--- config.mk ---
export PLATFORM = sky130hd
export DESIGN_NAME = dot_result_buffer
export DESIGN_NICKNAME = d
export VERILOG_FILES = /design/src/rtl/dot_pkg.sv /design/src/rtl/dot_fifo_core.sv /design/src/rtl/dot_result_buffer.sv
export SDC_FILE = /design/constraint.sdc
export NUM_CORES = 1
export LEC_CHECK = 0
export ABC_AREA = 0
export ABC_CLOCK_PERIOD_IN_PS = 2500
export CAP_MARGIN = 20
export CORE_MARGIN = 2
export CORE_UTILIZATION = 51
export CTS_BUF_LIST = sky130_fd_sc_hd__clkbuf_2
export DETAILED_ROUTE_END_ITERATION = 8
export PLACE_DENSITY_LB_ADDON = 0.3
export REMOVE_ABC_BUFFERS = 1
export SYNTH_ARGS = -nofsm -noshare
export SYNTH_HDL_FRONTEND = slang
export SYNTH_HIERARCHICAL = 1
export SYNTH_SLANG_ARGS = --single-unit
--- constraint.sdc ---
create_clock -name clk -period 2.5 [get_ports clk]
set_clock_uncertainty 0.1 [all_clocks]
set_input_delay 0.75 -clock clk [delete_from_list [all_inputs] [get_ports clk]]
set_output_delay 0.75 -clock clk [all_outputs]
set_load 0.03 [all_outputs]
--- src/rtl/dot_pkg.sv ---
// Constants shared by the dot-product datapath and its result buffer.
// DOT_W is the dot-product result width that both stages agree on.
package dot_pkg;

    localparam int DOT_W         = 18;
    localparam int BYTE_W        = 8;
    localparam int DOT_BUF_DEPTH = 4;

endpackage

--- src/rtl/dot_fifo_core.sv ---
// Storage, pointers and fill count for the dot-product result buffer.
// Also decides whether an incoming write is accepted or dropped.
module dot_fifo_core #(
    parameter int DEPTH  = 4,
    parameter int DATA_W = 18,
    localparam int PTR_W = $clog2(DEPTH),
    localparam int CNT_W = PTR_W + 1
) (
    input  logic              clk,
    input  logic              reset,
    input  logic [DATA_W-1:0] i_wr_data,
    input  logic              i_wr_req,
    input  logic              i_rd_req,
    output logic [DATA_W-1:0] o_rd_data,
    output logic              o_valid,
    output logic [CNT_W-1:0]  o_count,
    output logic              o_push,
    output logic              o_drop
);

    localparam logic [CNT_W-1:0] FULL_CNT = CNT_W'(DEPTH);

    logic [DATA_W-1:0] r_mem [DEPTH];
    logic [PTR_W-1:0]  r_wr_ptr;
    logic [PTR_W-1:0]  r_rd_ptr;
    logic [CNT_W-1:0]  r_count;

    logic w_full;
    logic w_pop;
    logic w_push;

    // A full buffer still takes a write when the head leaves in the same cycle.
    assign w_full = (r_count == FULL_CNT);
    assign w_pop  = o_valid && i_rd_req;
    assign w_push = i_wr_req && (!w_full || w_pop);

    always_ff @(posedge clk or posedge reset) begin
        if (reset) begin
            r_wr_ptr <= '0;
            r_rd_ptr <= '0;
            r_count  <= '0;
        end else begin
            if (w_push) r_wr_ptr <= r_wr_ptr + 1'b1;
            if (w_pop)  r_rd_ptr <= r_rd_ptr + 1'b1;
            case ({w_push, w_pop})
                2'b10:   r_count <= r_count + 1'b1;
                2'b01:   r_count <= r_count - 1'b1;
                default: r_count <= r_count;
            endcase
        end
    end

    // Storage is not reset; the head is masked whenever the buffer is empty.
    always_ff @(posedge clk) begin
        if (w_push) r_mem[r_wr_ptr] <= i_wr_data;
    end

    assign o_valid   = (r_count != '0);
    assign o_rd_data = o_valid ? r_mem[r_rd_ptr] : '0;
    assign o_count   = r_count;
    assign o_push    = w_push;
    assign o_drop    = i_wr_req && w_full && !w_pop;

endmodule

--- src/rtl/dot_result_buffer.sv ---
// Result buffer behind the dot-product stage: FIFO plus a sticky drop flag
// and a running maximum of every accepted result.
module dot_result_buffer
    import dot_pkg::*;
#(
    parameter int DEPTH  = DOT_BUF_DEPTH,
    parameter int DATA_W = DOT_W
) (
    input  logic                     clk,
    input  logic                     reset,
    input  logic [DATA_W-1:0]        in_data,
    input  logic                     in_run,
    output logic [DATA_W-1:0]        out_data,
    output logic                     out_valid,
    input  logic                     out_ready,
    output logic [$clog2(DEPTH):0]   count,
    output logic                     overflow,
    input  logic                     clr_ovf,
    output logic [DATA_W-1:0]        max_data
);

    logic w_push;
    logic w_drop;
    logic r_overflow;
    logic [DATA_W-1:0] r_max;

    dot_fifo_core #(
        .DEPTH  (DEPTH),
        .DATA_W (DATA_W)
    ) u_core (
        .clk       (clk),
        .reset     (reset),
        .i_wr_data (in_data),
        .i_wr_req  (in_run),
        .i_rd_req  (out_ready),
        .o_rd_data (out_data),
        .o_valid   (out_valid),
        .o_count   (count),
        .o_push    (w_push),
        .o_drop    (w_drop)
    );

    // A drop in the same cycle as a clear keeps the flag set.
    always_ff @(posedge clk or posedge reset) begin
        if (reset) begin
            r_overflow <= 1'b0;
            r_max      <= '0;
        end else begin
            if (w_drop)       r_overflow <= 1'b1;
            else if (clr_ovf) r_overflow <= 1'b0;
            if (w_push && (in_data > r_max)) r_max <= in_data;
        end
    end

    assign overflow = r_overflow;
    assign max_data = r_max;

endmodule

==> results.py <==
metrics = {
    "sta": {
        "drv_slew": 0,
        "rsz0062_at_grt": "yes",
        "tightest_slew_ps": 564.2,
        "setup_ws_ps": -474.9,
        "setup_viol": 32,
        "max_freq_ghz": 0.3361,
        "finalHoldViolations": 0,
        "slew_headroom_pct": 62.39,
        "fin_crit_sh_pct": 119.0,
        "layout_min_cycle_time_ps": 2975,
    },
    "setup_path": {
        "max_stage_delay_ps": 490,
        "path_common_cell": "buf_12",
        "crit_chain": "buf_12, buf_12, buf_16, mux4_2, and2_4, buf_6",
        "worstPathRequired_ps": 1650,
        "worstSetupPathType": "flop to output port",
        "critPathLaunchType": "flop",
        "cp.buffers_inverters": 4,
        "worstSetupEndpointType": "output port",
        "path_max_fanout": 5,
        "slowest_stage": "dfrtp_2",
        "crit_family": "buffers and inverters",
        "arrival_ps": 2120,
    },
    "floorplanning": {
        "die_w_microns": 97.85,
        "io_pins": 64,
        "core.rowCount": 34,
        "initial_core_util_pct": 52.01,
        "dieArea_sq_um": 9575,
        "core_area_sq_um": 8636,
        "die_y_microns": 97.85,
    },
    "pwr": {
        "power_density_nw_per_um2": 1316,
        "p_total_mw": 7.889,
        "p_leak_nw": 2.491,
        "ir_drop_mv": 0.6897,
    },
    "logic_synthesis": {
        "ys_ff_latch": 98,
        "syn_avg_cell_area_sq_um": 16.33,
        "syn-cell-area_sq_um": 4492,
        "ys_seq_area_share_pct": 62.62,
        "synth_cell_types": 41,
        "synth_edf_count": 72,
        "yosysTopAreaCell": "edfxtp_1",
        "synthFlopType": "edfxtp_1",
        "async_flop_share_pct": 26.53,
        "yosysTopAreaCellShare_pct": 48.13,
        "synth_cells": 275,
        "yosysWarnings": 6,
        "synth.area.top_cells": "edfxtp_1, dfrtp_1, mux4_2, ha_1, mux2_4",
    },
    "clock_network": {
        "cts_buffers": 9,
        "cts_tree": "done",
        "clkLatencyLatePin_ps": 540,
        "clk_pin_slew_ps": 250,
        "clockBufferDepth": 2,
        "ctsHtreeMaxLevel": 3,
        "clkSinkCount": 98,
        "cts-root-buf": "clkbuf_2",
    },
    "drt": {
        "drt-total-wl_microns": 9455,
        "drcViolationCount": 0,
        "postRouteAntennaNets": 0,
        "vias_per_cell": 5.341,
        "vias": 2697,
        "first_iter_violations": 129,
        "wl_per_cell_microns": 18.72,
        "first_pass_iters": 4,
    },
    "placement": {
        "post-place-cells": 478,
        "place_ws_ps": -925.7,
        "portBuffers": 63,
        "gp_congestion": 0.7579,
        "dpl_cell_area_sq_um": 5524,
        "hpwl_microns": 6028,
    },
    "status": {
        "status": "finished with violations",
        "violations": "setup timing",
    },
    "grt": {
        "grt_usage_pct": 20.50,
        "antenna_found_initial": 0,
        "grt_pass1_vias": 2819,
        "overflow": 0,
        "grt_pass1_wl_microns": 14950,
        "grt_max_degree": 20,
    },
    "final_layout": {
        "stdcell_area_sq_um": 5995,
        "final_nets": 438,
        "drive_above_1_share_pct": 43.32,
        "antenna-diode-count": 0,
        "final_cell_count_no_fill": 505,
        "final_util_pct": 69.41,
        "area_growth_pct": 33.45,
    },
    "flow_run": {
        "max_cap_viol_count": 0,
    },
    "worst_hold_path": {
        "hold_path.class": "input pin to asynchronous set/reset pin",
    },
}
[state kept, by name, indices dropped and copies added (netlist names)]
name / flops
overflow: 1
u_core/r_wr_ptr: 2
u_core/r_rd_ptr: 2
u_core/r_mem: 72
max_data: 18
u_core/o_count: 3
[cell usage after synthesis (3+ instances only)]
library cell / count
mux2_4: 11
nor2_1: 6
dfrtp_1: 26
mux2_2: 8
nand3b_1: 3
xnor2_1: 4
and2_1: 18
a21oi_1: 9
ha_1: 22
inv_1: 28
mux4_2: 18
and2_2: 4
buf_2: 5
nand2_1: 8
edfxtp_1: 72
[through the flow]
stage                     setup TNS [ps]  hold WS, ps
after floorplan                   -13890        434.8
after global placement            -18240        361.8
after detailed placement          -20330        377.0
after CTS                          -8959        196.1
after global routing              -10330        196.5
final                              -7911        233.5
[area by class of cell]
type | count | area (sq um)
Clock inverter | 7 | 45.04
Clock buffer | 9 | 45.04
Tap cell | 108 | 135.1
Multi-Input combinational cell | 140 | 1729
Sequential cell | 98 | 2814
Timing Repair Buffer | 115 | 1121
Fill cell | 585 | 2641
Inverter | 28 | 105.1
[power by group]
group	internal (mW)	total, mW	switching, mW	leakage (nW)
Sequential	2.22	2.44	0.226	0.967
Combinational	2.43	4.80	2.37	1.47
Clock	0.128	0.651	0.523	0.0534
[layer usage]
metal  up-vias  track usage [%]  part of all wire (%)  wire length, microns
met3         8            2.577                   3.5                   331
met1      1372            27.99                    45                  4213
li1       1252                -                     -                     -
met5         -                0                     0                     0
met4         0            7.051                   1.1                   108
met2        65            34.40                    51                  4802
[cells in the final DEF (no fill, tap or decap), types with 7 or more instances in the layout]
cell type / count
edfxtp_1: 72
buf_4: 40
dlygate4sd2_1: 31
inv_1: 25
dfrtp_1: 25
buf_6: 23
mux2_4: 19
mux4_2: 18
and2_4: 18
ha_1: 13
clkbuf_2: 13
ha_4: 9
a21oi_1: 8
nand2_1: 7
[logic make-up (layout without fill, tap and decap cells)]
kind of cell               after synthesis  in the layout  share of synthesized area, %
DFF                                     98             98                         62.62
AOI/OAI and AO/OA                       24             24                         4.178
xor gates and xnor gates                 5              5                        0.9749
adders and majority gates               23             23                         6.574
muxes                                   37             37                         14.71
buffers and inverters                   37            159                         3.760
and+or+nand+nor                         51             51                         7.187
[what timing repair did]
| action | CTS | global route |
|---|---|---|
| gates cloned | 3 | 0 |
| hold endpoints to repair | 0 | 0 |
| setup buffers | 4 | 5 |
| hold buffers | 0 | 0 |
| gates resized for setup | 204 | 28 |
| endpoints found under the setup margin | 59 | 37 |
| pin swaps | 22 | 11 |
[path summary, 6_finish.rpt]
path | slack (ps) | cells past startpoint | to | from
worst max register to register | -10 | 8 | max_data[13] | max_data[17]
worst min register to register | 420 | 1 | overflow | overflow
min in group clk | 380 | 1 | u_core/r_mem[0][0] | in_data[0]
max in group asynchronous | 1590 | 3 | max_data[1] | reset
worst min-delay path | 230 | 2 | overflow | reset
worst max-delay path | -470 | 6 | out_data[1] | u_core/r_rd_ptr[0]
No activity file was read; power rests on OpenSTA's default activity.
==> variant 1, RTL diff (config.mk and constraints unchanged) <==
Change the package constant `DOT_W` from 18 to 16.
--- a/src/rtl/dot_pkg.sv
+++ b/src/rtl/dot_pkg.sv
@@ -4,3 +4,3 @@
 
-    localparam int DOT_W         = 18;
+    localparam int DOT_W         = 16;
     localparam int BYTE_W        = 8;
Interface: changed (resized in_data, max_data and out_data); port bits go from 64 to 58. No check against the original RTL was run, so the function may have changed too.
==> variant 1 against the original RTL <==
Worst setup slack improved by 0.18 ns; register-to-register slack hardly changed; cell area fell by 11%; power shrank 11%; area after synthesis shrank 9.9%; via count down 11%; routed wire length shrank 16%; critical endpoint is now out_data[15]; sequential share of layout area rose by 0.23 points; sequential cell count down 10; largest power group unchanged; critical path type unchanged; the flow still finishes with violations (negative setup slack).
==> variant 1: results (changes against the original RTL) <==
- Post-route setup slack: -0.294 ns (+0.181 ns)
- Nets: 393 (-10%)
- Slew @ Worst Pin: 0.485 ns (-0.0793 ns)
- DP Area: 0.00498 mm2 (-9.9%)
- Pre-CTS WS: -0.921 ns (+0.00499 ns)
- Global-route wire length before repair: 13,000 um (-13%)
- Hpwl dp: 5470 um (-9.2%)
- Count of input and output buffers: 57 (-9.5%)
- Maximum number of pins on one net before global-route repair: 18 (-10%)
- Fin Setup TNS: -4.56 ns (+3.35 ns)
- Critical path arrival: 1.94 ns (-0.18 ns)
- Final setup viols: 24 (-25%)
- Post-CTS Repair Setup Buffers: 5 (+1)
- Synth top area cells: edfxtp_1, dfrtp_1, mux4_2, ha_1, mux2_4
- Status: finished, violations left
- Clk_lat worst skew: 0.52 ns (-0.02 ns)
- Failing checks: negative setup slack
- Clock Pin Slew Worst Setup and Hold Paths: 0.22 ns (-0.03 ns)
- Placed cells: 435 (-9.0%)
- Ys async rst share: 0.273 (+0.00742)
- RR Endpoint: max_data[10]
- Routability cong.: 0.797 (+5.2%)
- Fraction of layout cells with a size suffix above 1: 0.410 (-0.0231)
- Synth top cells by count: edfxtp_1, dfrtp_1, inv_1
- Vias in the first global route: 2,473 (-12%)
- GR Util All Layers: 0.203 (-0.00237)
- Number of flops mapped to enable cells by yosys: 64 (-11%)
- Leakage: 2.22 nW (-11%)
- Vias: 2,407 (-11%)
- Critical Path End: out_data[15]
- Fin area: 0.00535 mm2 (-11%)
- Post-CTS Resized: 197 (-3.4%)
==> variant 1: kinds of logic after synthesis <==
kind of cell	share of synthesized area
DFF	0.624
and+or+nand+nor	0.0696
buffers and inverters	0.0402
muxes	0.147
AOI/OAI and AO/OA	0.0424
adders and majority gates	0.0668
xor gates and xnor gates	0.0108
==> variant 1: cell type report <==
class                   count  area (um2)
flip-flops and latches     88        2520
repair buffers            100         978
well taps                 102         128
clock inverters             5        58.8
multi-input cells         128        1520
inverters                  24        90.1
fillers                   542        2340
clock buffers              11        55.1
==> variant 1: per-layer routing <==
metal,wire (um),track usage
met1,3490,0.274
met2,4060,0.332
met3,310,0.0379
met4,119,0.0723
met5,0,0
==> variant 1: worst max-delay path, cell delays in order, from the launching register on <==
cell and delay [ns]:
dfrtp_2 0.47, buf_6 0.16, mux4_2 0.51, and2_4 0.16
buf_6 0.13
==> variant 1: power by group <==
group / switching (mW) / internal (mW)
Sequential: 0.208 / 1.99
Clock: 0.453 / 0.240
Combinational: 2.03 / 2.08
==> variant 2, RTL diff (same settings) <==
Without the edit above. Put a register stage on the output `count`, with the module's reset. The value now appears one clock later. The other outputs are not delayed to match.
--- a/src/rtl/dot_result_buffer.sv
+++ b/src/rtl/dot_result_buffer.sv
@@ -21,2 +21,4 @@
 
+    logic [$clog2(DEPTH):0] count_d;
+
     logic w_push;
@@ -37,3 +39,3 @@
         .o_valid   (out_valid),
-        .o_count   (count),
+        .o_count   (count_d),
         .o_push    (w_push),
@@ -57,2 +59,10 @@
 
+    always_ff @(posedge clk or posedge reset) begin
+        if (reset) begin
+            count <= '0;
+        end else begin
+            count <= count_d;
+        end
+    end
+
 endmodule
Behaviour: not the same (a bounded check fails within 4 cycles, from zero or initial values and one cycle with reset high).
==> variant 2 against the original RTL <==
The run still ends with negative setup slack left; cell count increased by 2.0%; routed wire length increased by 7.6%; power increased by 2.7%; cell area increased by 2.4%; synthesized cell count increased by 1.1%; sequential cell count increased by 3; worst setup slack improved by 0.064 ns; utilization increased by 1.0 points; area after synthesis increased by 1.7%; sequential share of layout area increased by 0.10 points; critical path type unchanged; largest cell class unchanged.
==> variant 2: results (changes against the original RTL) <==
- Status: finished, violations left
- Failing checks: negative setup slack
- Number of flops mapped to enable cells by yosys: 72 (unchanged)
- Placed cells: 488 (+2.1%)
- H-tree Lvls: 3 (unchanged)
- Met1 usage: 0.289 (+0.00940)
- Layout Cells excl Fill: 515 (+2.0%)
- Count of input and output buffers: 63 (unchanged)
- Syn Inst Count: 278 (+1.1%)
- Critical path arrival: 2.06 ns (-0.06 ns)
- Clk buf depth: 2 (unchanged)
- Routability cong.: 0.785 (+3.6%)
- Critical-path maximum fanout: 6 (+1)
- Drt via density: 5.37 (+0.60%)
- Synth top cells by count: edfxtp_1, dfrtp_1, inv_1
- Met2 usage: 0.375 (+0.0311)
- Vias in the first global route: 2,932 (+4.0%)
- GR Util All Layers: 0.220 (+0.0146)
- Maximum number of pins on one net before global-route repair: 23 (+15%)
- CP delay by family, top: flip-flops
- Synth top area cells: edfxtp_1, dfrtp_1, mux4_2, ha_1, mux2_4
- Register area share after synthesis: 0.632 (+0.00614)
- Fraction of layout cells with a size suffix above 1: 0.429 (-0.00468)
- CP max-delay cell: dfrtp_2
- Final setup viols: 25 (-22%)
- Global-route wire length before repair: 15,900 um (+6.5%)
- Initial antenna violation count: 1 (+1)
- Post-route setup slack: -0.411 ns (+0.0642 ns)
- Num CTS Buffers: 9 (unchanged)
- Pre-CTS WS: -0.827 ns (+0.0991 ns)
- Yosys warnings: 6 (unchanged)
- Largest Register: u_core/r_mem
- Ys async rst share: 0.287 (+0.0218)
- Slew @ Worst Pin: 0.366 ns (-0.199 ns)
- CP peak stage delay: 0.49 ns (about the same)
- Leakage: 2.57 nW (+3.2%)
- VDD IR max: 0.608 mV (-12%)
- Routed WL: 10,200 um (+7.6%)
- Hold crit path type: input pin to asynchronous set/reset pin
- Iter 0 DRT Violations: 101 (-22%)
- Met3 usage in global routing: 0.0340 (+0.00827)
- DP Area: 0.00571 mm2 (+3.4%)
- Clk_lat worst skew: 0.56 ns (+0.02 ns)
- Nets: 447 (+2.1%)
- Fin Setup TNS: -6.02 ns (+1.89 ns)
- Hpwl dp: 6670 um (+11%)
- Ys flop type: edfxtp_1
- Fillers: 584 (-0.17%)
variant 2: power breakdown:
group	switching, mW	internal [mW]
sequential	0.245	2.28
clock	0.520	0.334
combinational	2.36	2.37
variant 2: cell type report:
class | count | area, um2 | area share
Antenna cell | 1 | 2.50 | 0.000407
Timing Repair Buffer | 121 | 1170 | 0.190
Multi-Input combinational cell | 140 | 1710 | 0.279
Sequential cell | 101 | 2890 | 0.470
Clock inverter | 5 | 76.3 | 0.0124
Inverter | 28 | 105 | 0.0171
Tap cell | 108 | 135 | 0.0220
Clock buffer | 11 | 55.1 | 0.00896
variant 2: cells by family after synthesis:
kind of cell | after synthesis | synth area share
adders and majority gates | 23 | 0.0647
and+or+nand+nor | 51 | 0.0707
buffers and inverters | 37 | 0.0370
DFF | 101 | 0.632
muxes | 37 | 0.145
AOI/OAI and AO/OA | 24 | 0.0411
xor gates and xnor gates | 5 | 0.00959
variant 2: metal layers:
metal | vias up | routed length [um]
met3 | 12 | 452
met4 | 0 | 131
met5 | - | 0
li1 | 1279 | -
met1 | 1402 | 4330
met2 | 74 | 5260
variant 2: repair_timing:
item,in CTS,in global routing
gates cloned,3,0
setup endpoints to repair,57,39
hold endpoints to repair,0,0
buffers inserted,4,7
pin swaps,30,6
resized for setup,201,12
variant 2: path summary, 6_finish.rpt:
check | start | endpoint | slack [ns] | depth (start not counted)
worst min-delay path | reset | u_core/o_count[2] | 0.30 | 2
worst min register to register | overflow | overflow | 0.42 | 1
min in group clk | overflow | overflow | 0.42 | 1
max in group asynchronous | reset | max_data[4] | 1.57 | 3
worst max-delay path | u_core/r_rd_ptr[0] | out_data[12] | -0.41 | 5
worst max register to register | max_data[16] | max_data[15] | 0.01 | 9
